File: src/rtl/instr_fetch_pkg.sv
// Shared definitions for the instruction fetch unit.
//   fetch_state_e : fetch sequencer states
//   OP_*          : opcode values the fetch unit must recognise (operand-bearing
//                   opcodes and endop); all other opcodes are single-word.
package instr_fetch_pkg;

   typedef enum logic [2:0] {
      ST_IDLE  = 3'd0,
      ST_FETCH = 3'd1,
      ST_OP    = 3'd2,
      ST_OPD   = 3'd3,
      ST_HOLD  = 3'd4,
      ST_HALT  = 3'd5
   } fetch_state_e;

   localparam logic [7:0] OP_LOADIM = 8'd38;
   localparam logic [7:0] OP_JUMPZ  = 8'd41;
   localparam logic [7:0] OP_JUMPNZ = 8'd48;
   localparam logic [7:0] OP_JUMP   = 8'd49;
   localparam logic [7:0] OP_ENDOP  = 8'd51;

endpackage

File: src/rtl/instr_fetch_len_decode.sv
// Instruction length decoder (combinational).
//   opcode_i   : 8-bit opcode
//   two_word_o : opcode is followed by a 16-bit operand word
//   is_endop_o : opcode terminates the program
module instr_fetch_len_decode
   import instr_fetch_pkg::*;
(
   input  logic [7:0] opcode_i,
   output logic       two_word_o,
   output logic       is_endop_o
);

   always_comb begin
      two_word_o = (opcode_i == OP_LOADIM) || (opcode_i == OP_JUMPZ) ||
                   (opcode_i == OP_JUMPNZ) || (opcode_i == OP_JUMP);
      is_endop_o = (opcode_i == OP_ENDOP);
   end

endmodule

File: src/rtl/instr_fetch.sv
// Instruction fetch unit: reads opcode (and optional operand) words from a
// 1-cycle-latency instruction memory, presents complete instructions to the
// control unit via valid/ready, accepts branch redirects, halts on endop or
// an out-of-range fetch.
//   clk, reset_n          : clock, async active-low reset
//   start                 : begin fetching at RESET_PC (IDLE only)
//   mem_addr/mem_write_en : memory address, write enable (always 0)
//   mem_rdata             : read word, valid the cycle after the address
//   ir_opcode/ir_operand  : presented instruction
//   ir_valid/ir_ready     : presentation handshake
//   redirect_en/_addr     : branch redirect
//   pc_out                : address of the presented/in-flight opcode word
//   halted, fault         : HALT state, sticky out-of-range flag
module instr_fetch
   import instr_fetch_pkg::*;
#(
   parameter int                ADDR_W    = 16,
   parameter int                DATA_W    = 16,
   parameter int                MEM_DEPTH = 181,
   parameter logic [ADDR_W-1:0] RESET_PC  = '0
) (
   input  logic              clk,
   input  logic              reset_n,
   input  logic              start,
   output logic [ADDR_W-1:0] mem_addr,
   output logic              mem_write_en,
   input  logic [DATA_W-1:0] mem_rdata,
   output logic [7:0]        ir_opcode,
   output logic [DATA_W-1:0] ir_operand,
   output logic              ir_valid,
   input  logic              ir_ready,
   input  logic              redirect_en,
   input  logic [ADDR_W-1:0] redirect_addr,
   output logic [ADDR_W-1:0] pc_out,
   output logic              halted,
   output logic              fault
);

   // One extra bit so the depth compare never sees a wrapped address.
   localparam logic [ADDR_W:0] DEPTH = (ADDR_W+1)'(MEM_DEPTH);

   fetch_state_e      state_q, state_d;
   logic [ADDR_W-1:0] pc_q, pc_d;
   logic [ADDR_W-1:0] ir_pc_q, ir_pc_d;
   logic [7:0]        ir_opcode_q, ir_opcode_d;
   logic [DATA_W-1:0] ir_operand_q, ir_operand_d;
   logic              ir_valid_q, ir_valid_d;
   logic              ir_endop_q, ir_endop_d;
   logic              fault_q, fault_d;

   logic              two_word, is_endop;
   logic              fetch_oob, operand_oob;

   instr_fetch_len_decode u_len_decode (
      .opcode_i   (mem_rdata[7:0]),
      .two_word_o (two_word),
      .is_endop_o (is_endop)
   );

   assign fetch_oob   = {1'b0, pc_q} >= DEPTH;
   assign operand_oob = ({1'b0, pc_q} + (ADDR_W+1)'(1)) >= DEPTH;

   // State register
   always_ff @(posedge clk or negedge reset_n) begin
      if (!reset_n) begin
         state_q      <= ST_IDLE;
         pc_q         <= RESET_PC;
         ir_pc_q      <= RESET_PC;
         ir_opcode_q  <= '0;
         ir_operand_q <= '0;
         ir_valid_q   <= 1'b0;
         ir_endop_q   <= 1'b0;
         fault_q      <= 1'b0;
      end else begin
         state_q      <= state_d;
         pc_q         <= pc_d;
         ir_pc_q      <= ir_pc_d;
         ir_opcode_q  <= ir_opcode_d;
         ir_operand_q <= ir_operand_d;
         ir_valid_q   <= ir_valid_d;
         ir_endop_q   <= ir_endop_d;
         fault_q      <= fault_d;
      end
   end

   // Next-state and datapath updates. A redirect wins over everything in the
   // active states, including a pending fault check and an endop transfer.
   always_comb begin
      state_d      = state_q;
      pc_d         = pc_q;
      ir_pc_d      = ir_pc_q;
      ir_opcode_d  = ir_opcode_q;
      ir_operand_d = ir_operand_q;
      ir_valid_d   = ir_valid_q;
      ir_endop_d   = ir_endop_q;
      fault_d      = fault_q;
      case (state_q)
         ST_IDLE: begin
            if (start) begin
               pc_d    = RESET_PC;
               state_d = ST_FETCH;
            end
         end
         ST_FETCH: begin
            if (redirect_en) begin
               pc_d = redirect_addr;
            end else if (fetch_oob) begin
               fault_d = 1'b1;
               state_d = ST_HALT;
            end else begin
               state_d = ST_OP;
            end
         end
         ST_OP: begin
            if (redirect_en) begin
               pc_d    = redirect_addr;
               state_d = ST_FETCH;
            end else begin
               ir_opcode_d = mem_rdata[7:0];
               ir_endop_d  = is_endop;
               ir_pc_d     = pc_q;
               if (two_word) begin
                  if (operand_oob) begin
                     fault_d = 1'b1;
                     state_d = ST_HALT;
                  end else begin
                     pc_d    = pc_q + ADDR_W'(2);
                     state_d = ST_OPD;
                  end
               end else begin
                  ir_operand_d = '0;
                  pc_d         = pc_q + ADDR_W'(1);
                  ir_valid_d   = 1'b1;
                  state_d      = ST_HOLD;
               end
            end
         end
         ST_OPD: begin
            if (redirect_en) begin
               pc_d    = redirect_addr;
               state_d = ST_FETCH;
            end else begin
               ir_operand_d = mem_rdata;
               ir_valid_d   = 1'b1;
               state_d      = ST_HOLD;
            end
         end
         ST_HOLD: begin
            if (redirect_en) begin
               pc_d       = redirect_addr;
               ir_valid_d = 1'b0;
               state_d    = ST_FETCH;
            end else if (ir_ready) begin
               ir_valid_d = 1'b0;
               state_d    = ir_endop_q ? ST_HALT : ST_FETCH;
            end
         end
         ST_HALT: begin
            ir_valid_d = 1'b0;
         end
         default: begin
            state_d    = ST_IDLE;
            ir_valid_d = 1'b0;
         end
      endcase
   end

   // Outputs
   always_comb begin
      mem_addr     = (state_q == ST_OP) ? pc_q + ADDR_W'(1) : pc_q;
      mem_write_en = 1'b0;
      // Once the opcode is latched, pc has already moved past the instruction.
      pc_out       = ((state_q == ST_OPD) || (state_q == ST_HOLD)) ? ir_pc_q : pc_q;
      halted       = (state_q == ST_HALT);
      ir_opcode    = ir_opcode_q;
      ir_operand   = ir_operand_q;
      ir_valid     = ir_valid_q;
      fault        = fault_q;
   end

endmodule

File: config.mk
export PLATFORM = sky130hd
export DESIGN_NAME = instr_fetch
export DESIGN_NICKNAME = d
export VERILOG_FILES = /design/src/rtl/instr_fetch_pkg.sv /design/src/rtl/instr_fetch_len_decode.sv /design/src/rtl/instr_fetch.sv
export SDC_FILE = /design/constraint.sdc
export NUM_CORES = 1
export LEC_CHECK = 0
export BUFFER_PORTS_ARGS = -buffer_cell sky130_fd_sc_hd__buf_4
export CAP_MARGIN = 20
export CORE_UTILIZATION = 50
export CTS_BUF_LIST = sky130_fd_sc_hd__clkbuf_16
export CTS_CLUSTER_SIZE = 40
export DETAILED_ROUTE_END_ITERATION = 7
export PLACE_DENSITY = 0.75
export REMOVE_ABC_BUFFERS = 1
export SYNTH_ARGS = -nofsm -noshare
export SYNTH_HDL_FRONTEND = slang
export SYNTH_SLANG_ARGS = --single-unit
File: constraint.sdc
create_clock -name clk -period 3.5 [get_ports clk]
set_input_delay 0.35 -clock clk [delete_from_list [all_inputs] [get_ports clk]]
set_output_delay 0.35 -clock clk [all_outputs]
set_load 0.1 [all_outputs]
== Yosys cells after proc, flatten, opt, wreduce, memory -nomap -nowiden ==
Index checks and enable logic that the tools add are counted.

* Register bits after elaboration: 62
* Output and inout port bits: 60

* Add/subtract/negate cells: 3
* Muxes and demuxes: 35
* Eq/ne operators: 21
* Bitwise gates (word level): 3
* Magnitude comparators: 2
* Reduce and logical (&&, ||, !) cells: 16

{| class="wikitable"
|+ Operator list
! operator !! number
|-
| $mux 16 || 10
|-
| $pmux 16 s3 || 1
|-
| $eq 8x6->1 const B || 5
|-
| $pmux 16 s2 || 1
|-
| $mux 3 || 10
|-
| $pmux 3 s6 || 1
|-
| $add 16x1->17 const B || 1
|-
| $ge 17x8->1 const B || 1
|-
| $add 16x1->16 const B || 1
|-
| $add 16x2->16 const B || 1
|-
| $ge 16x8->1 const B || 1
|-
| $ne 2x2->1 const B || 8
|-
| $reduce_and 4->1 || 3
|-
| $mux 1 || 10
|-
| $eq 3x2->1 const B || 2
|-
| $eq 3x3->1 const B || 2
|-
| $reduce_and 6->1 || 1
|-
| $reduce_and 5->1 || 1
|-
| $logic_or 1x1->1 || 4
|-
| $ne 4x4->1 const B || 1
|-
| $pmux 1 s4 || 1
|-
| $reduce_bool 2->1 || 2
|-
| $eq 3x1->1 const B || 1
|-
| $logic_not 3->1 || 1
|-
| 8 further kinds || 10
|}

== Longest topological paths before layout ==
* Word-level depth: 7
* Depth in mapped cells: 12
* Gate-level depth less buffers: 9

== By module ==
A second synthesis with hierarchy kept.

* Cell total of the unflattened synthesis: 470
* Area, all modules: 3,896.2 µm²

{| class="wikitable"
|+ Modules (own cells, without submodules)
! module !! sequential area each (µm²) !! cells each !! times used !! area each (µm²)
|-
| instr_fetch || 1,551.5 || 460 || 1 || 3,818.7
|-
| instr_fetch_len_decode || 0.0 || 10 || 1 || 77.6
|}

== Worst setup path after synthesis ==
No wires, ideal clock.

* Kind: register to output
* Start point: register state_q[0]
* End point: output port mem_addr[1]
* Required time: 3.150 ns
* Buffers on the path: 2
* Stages on the path, launching flop included: 5
* Arrival time: 3.060 ns
* Setup slack: 0.090 ns
* Cells stage by stage: dfrtp_1 > clkbuf_1 > nor2_1 > clkbuf_1 > o21ai_0

* Longest elaborated chain between the ends: 2

{| class="wikitable"
|+ RTL lines
! item !! line !! RTL
|-
| from (decl) || instr_fetch.sv:42 || <nowiki>fetch_state_e state_q, state_d;</nowiki>
|-
| from (signal assigned) || instr_fetch.sv:75 || <nowiki>state_q <= state_d;</nowiki>
|-
| $eq 3x2->1 || instr_fetch.sv:170 || <nowiki>mem_addr = (state_q == ST_OP) ? pc_q + ADDR_W'(1) : pc_q;</nowiki>
|-
| $mux 16 || instr_fetch.sv:170 ||
|-
| to (decl) || instr_fetch.sv:25 || <nowiki>output logic [ADDR_W-1:0] mem_addr,</nowiki>
|}

No other way between the ends.

== Final worst setup path ==
* Start point: register pc_q[0]
* End point: register pc_q[13]

* Longest elaborated chain between the ends: 5
* Elaborated cells on any way between the ends: 10
* Classes of those cells: add/sub: 3; order compare: 1; eq/ne: 1; mux: 4; reduce/logical: 1

{| class="wikitable"
|+ RTL lines
! item !! line !! RTL
|-
| from (decl) || instr_fetch.sv:43 || <nowiki>logic [ADDR_W-1:0] pc_q, pc_d;</nowiki>
|-
| from (signal assigned) || instr_fetch.sv:76 || <nowiki>pc_q <= pc_d;</nowiki>
|-
| parallel branches: the longest is 5 deep, another holds $add 16x1->17 || -- ||
|}

Several ways; the timed one is not identified. The select of a mux whose other input is x is not followed.
A chain may end at the register's enable or synchronous reset.

==> run summary <==
* complete, no violations — result of the run
* 0.5257 — initial standard-cell utilization of the core
* 9 — number of buffers added by the clock tree synthesis step
* 0.2989 — worst max-slew margin expressed relative to the limit
* 0 — number of setup buffers added after CTS
* 0.145 — part of the power in the clock network
* 17.71 um — average detailed-routed wire length per instance
* 24.84% — P&R area growth vs syn
* 0 — total of cells resized after clock tree synthesis
* 368.9 ps — setup slack after layout
* 11990 um — total routed wirelength
* 0 ps — TNS Setup
* reg2reg — category of the critical setup timing path
* flop — capturing element type of the critical path
* 0 — EDFF count, synth
* 830 um — met3 wire len
* 1085 nW/um^2 — power density of the placed cells
* 8.385 sq um — synthesized area per cell
* 5645 um — met2 routed wirelength
* 32 — placement row count
* 3350 ps — arrival time at the worst endpoint
* 1045 ps — transition at the pin with the smallest max-transition slack
* 8 — Register-to-Register Path Depth
* 8259 um — half-perimeter wire length of the detailed placement result
* 469.9 ps — pre-CTS setup slack
* 62 — Sink Count
* 612 — nets@finish
* 0.2609 — layout cell share with drive strength beyond 1
* 5 — Initial DRT Pass Iterations
* 4120 — detailed-route via count
* done — clock tree from TritonCTS
* 3939 — via count of the first global-routing pass
* 2 — maximum clock insertion buffer count
* 0.3761 — area share of the largest cell type after synthesis
* 573.7 uV — largest voltage drop on the vdd net
* 0.9322 — weighted congestion reported at the end of routability-driven placement
* dfrtp_1 — most instantiated flip-flop cell in the synthesis netlist
* 0 — total of hold buffers inserted after clock tree synthesis
* 68 — distinct cell type count after synthesis
* 0.8946 — final worst-path cycle share
* 63 — maximum number of pins on one net before global-route repair
* 19950 um — global-route wire length before repair
* 0 — maxcap violations
* 0 — Hold Vio Cnt, Final
* 0 — overflow left after global routing
* 2.298 mW — internal portion of total power
* 1.000 — post-synthesis async set-or-reset flop share
* 0 — synth warn
* 3720 ps — critical path data required time
* nand2_1 — most common cell after layout, fill and taps aside
* false — RSZ-0062 raised after global routing
* 0 — max-slew violation count
* 5.587 mW — Total Power
* 7.144 ps — clk_skew
* 0.629 — combinational power share
* met4 — top layer in use
* 0.226 — portion of total power attributed to sequential cells
* dfrtp_1 — Synth area leader
* 5142 um — WL met1
* 319.4 MHz — timing-limited maximum frequency
* 4125 sq um — Netlist Area Pre-Place
* 0 — initial antenna violation count
* 3131 ps — time the worst path needs with I/O delays and setup
* 95 — count of input and output buffers
* 3 — number of levels in the clock H-tree
* 340 ps — later-pin clock latency in the skew report
* 2.374 nW — leakage component of the power
* clkbuf_16 — root buf cell
* 324 — 1st-iter DRT viols
* 492 — number of instances in the synthesized netlist
* 702 — number of filler cells placed in the layout
* 60 ps — post-CTS clock slew at the launch and capture registers of the worst setup and hold paths
* 0 — number of endpoints failing setup at the final stage
* 15 — Critical Path Fanout Max
* 0 — Final ANT Viol Nets
* 2364 sq um — multi-input logic area
* 0.3761 — proportion of synthesized chip area in sequential cells
* in2async — class of the tightest hold or removal check
* 7848 sq um — total core area
* 97 — I/O pin cnt
* 92.83 um — vertical extent of the die
* 0.5887 — switching share of power
* nand2_1, buf_4, dfrtp_1 — most frequent cells in the layout
* 0 — number of inserted diodes
* flop — type of origin of the critical path
* 8617 sq um — die outline area
* 62 — total of flip-flops plus latches after synthesis
* 0.2991 — global router's overall resource usage
* 1551 sq um — register area
* dfrtp_1, nand2_1, mux2_2 — cell types with the largest area share after synthesis
* 3.289 mW — switching power of the nets
* 370 ps — flop2flop setup slack
* 6.086 — vias per cell
* 0 — DRC violation count after routing
* 92.83 um — horizontal die dimension
[registers in the layout (all words and copies together), names as in the netlist]
register    flops
ir_valid        1
ir_pc_q        16
state_q         3
ir_endop_q      1
fault           1
ir_opcode       8
ir_operand     16
pc_q           16
[path summary, 6_finish.rpt]
check                              from            to
max                             pc_q[0]      pc_q[13]
min                             reset_n    ir_pc_q[4]
max reg2reg                     pc_q[0]      pc_q[13]
min reg2reg                  ir_pc_q[7]    ir_pc_q[7]
max in group asynchronous       reset_n   ir_pc_q[14]
min in group clk           mem_rdata[6]  ir_opcode[6]
[per-stage QoR]
step / instances / hold slack (ps) / util / instance area, sq um
after detailed placement: 661 / 458.9 / 0.6223 / 4883
final: 677 / 102.6 / 0.6563 / 5150
after global routing: 677 / 201.8 / 0.6563 / 5150
after global placement: 661 / 452.1 / 0.6223 / 4883
after floorplan: 450 / 54.41 / - / 3935
after CTS: 677 / 143.1 / 0.6563 / 5150
[cells by family (layout without fill, tap and decap cells)]
| family | count (synthesis) | in the layout | share of synthesized area |
|---|---|---|---|
| adders and majority gates | 5 | 5 | 0.01517 |
| AOI/OAI and AO/OA | 113 | 113 | 0.1923 |
| other | 1 | 1 | 0.0009090 |
| and+or+nand+nor | 219 | 219 | 0.2581 |
| DFF | 62 | 62 | 0.3761 |
| muxes | 20 | 20 | 0.05490 |
| xor gates and xnor gates | 24 | 24 | 0.05096 |
| buffers and inverters | 48 | 131 | 0.05156 |
[synth_stat cells, types with 4 or more instances]
| library cell | instances |
|---|---|
| dfrtp_1 | 62 |
| nor3_1 | 5 |
| clkbuf_1 | 26 |
| buf_2 | 11 |
| nor4_1 | 8 |
| a21oi_1 | 18 |
| o21ai_0 | 29 |
| xnor2_1 | 14 |
| nor2_1 | 31 |
| xor2_1 | 10 |
| nand2b_1 | 5 |
| nand2_1 | 110 |
| nand4_1 | 9 |
| ha_1 | 5 |
| a22oi_1 | 5 |
| o2bb2ai_1 | 5 |
| or3_1 | 5 |
| mux2_2 | 13 |
| nand3_1 | 20 |
| o21ai_1 | 6 |
| mux2i_1 | 5 |
| inv_1 | 4 |
| a22o_1 | 16 |
[cell type report]
cell class	count	area share
well taps	102	0.02478
clock inverters	7	0.008017
multi-input cells	382	0.4589
clock buffers	9	0.04373
repair buffers	109	0.1589
flip-flops and latches	62	0.3013
inverters	6	0.004373
[worst max-delay path, stage by stage (launching register included)]
cell     delay, ps
dfrtp_1        600
ha_1           410
nand3_2        190
nor4_4         390
nand4_1        130
a22oi_1        240
and4b_1        550
nor2_8         140
mux2_4         340
[metal layers]
layer	vias up	GRT usage
met2	199	0.4706
met4	0	0.1474
met1	1977	0.4015
met3	36	0.04351
met5	-	0
li1	1908	-
[power groups by stage]
stage          Combinational (mW)  Sequential (mW)  Clock, mW
6_report                     3.51             1.26      0.811
5_1_grt                      3.67             1.30      0.853
4_1_cts                      3.51             1.25      0.819
3_5_place_dp                 3.50             1.26          0
3_3_place_gp                 3.47             1.26          0
2_1_floorplan                2.16             1.82          0
Power figures use the tool's default switching activity.
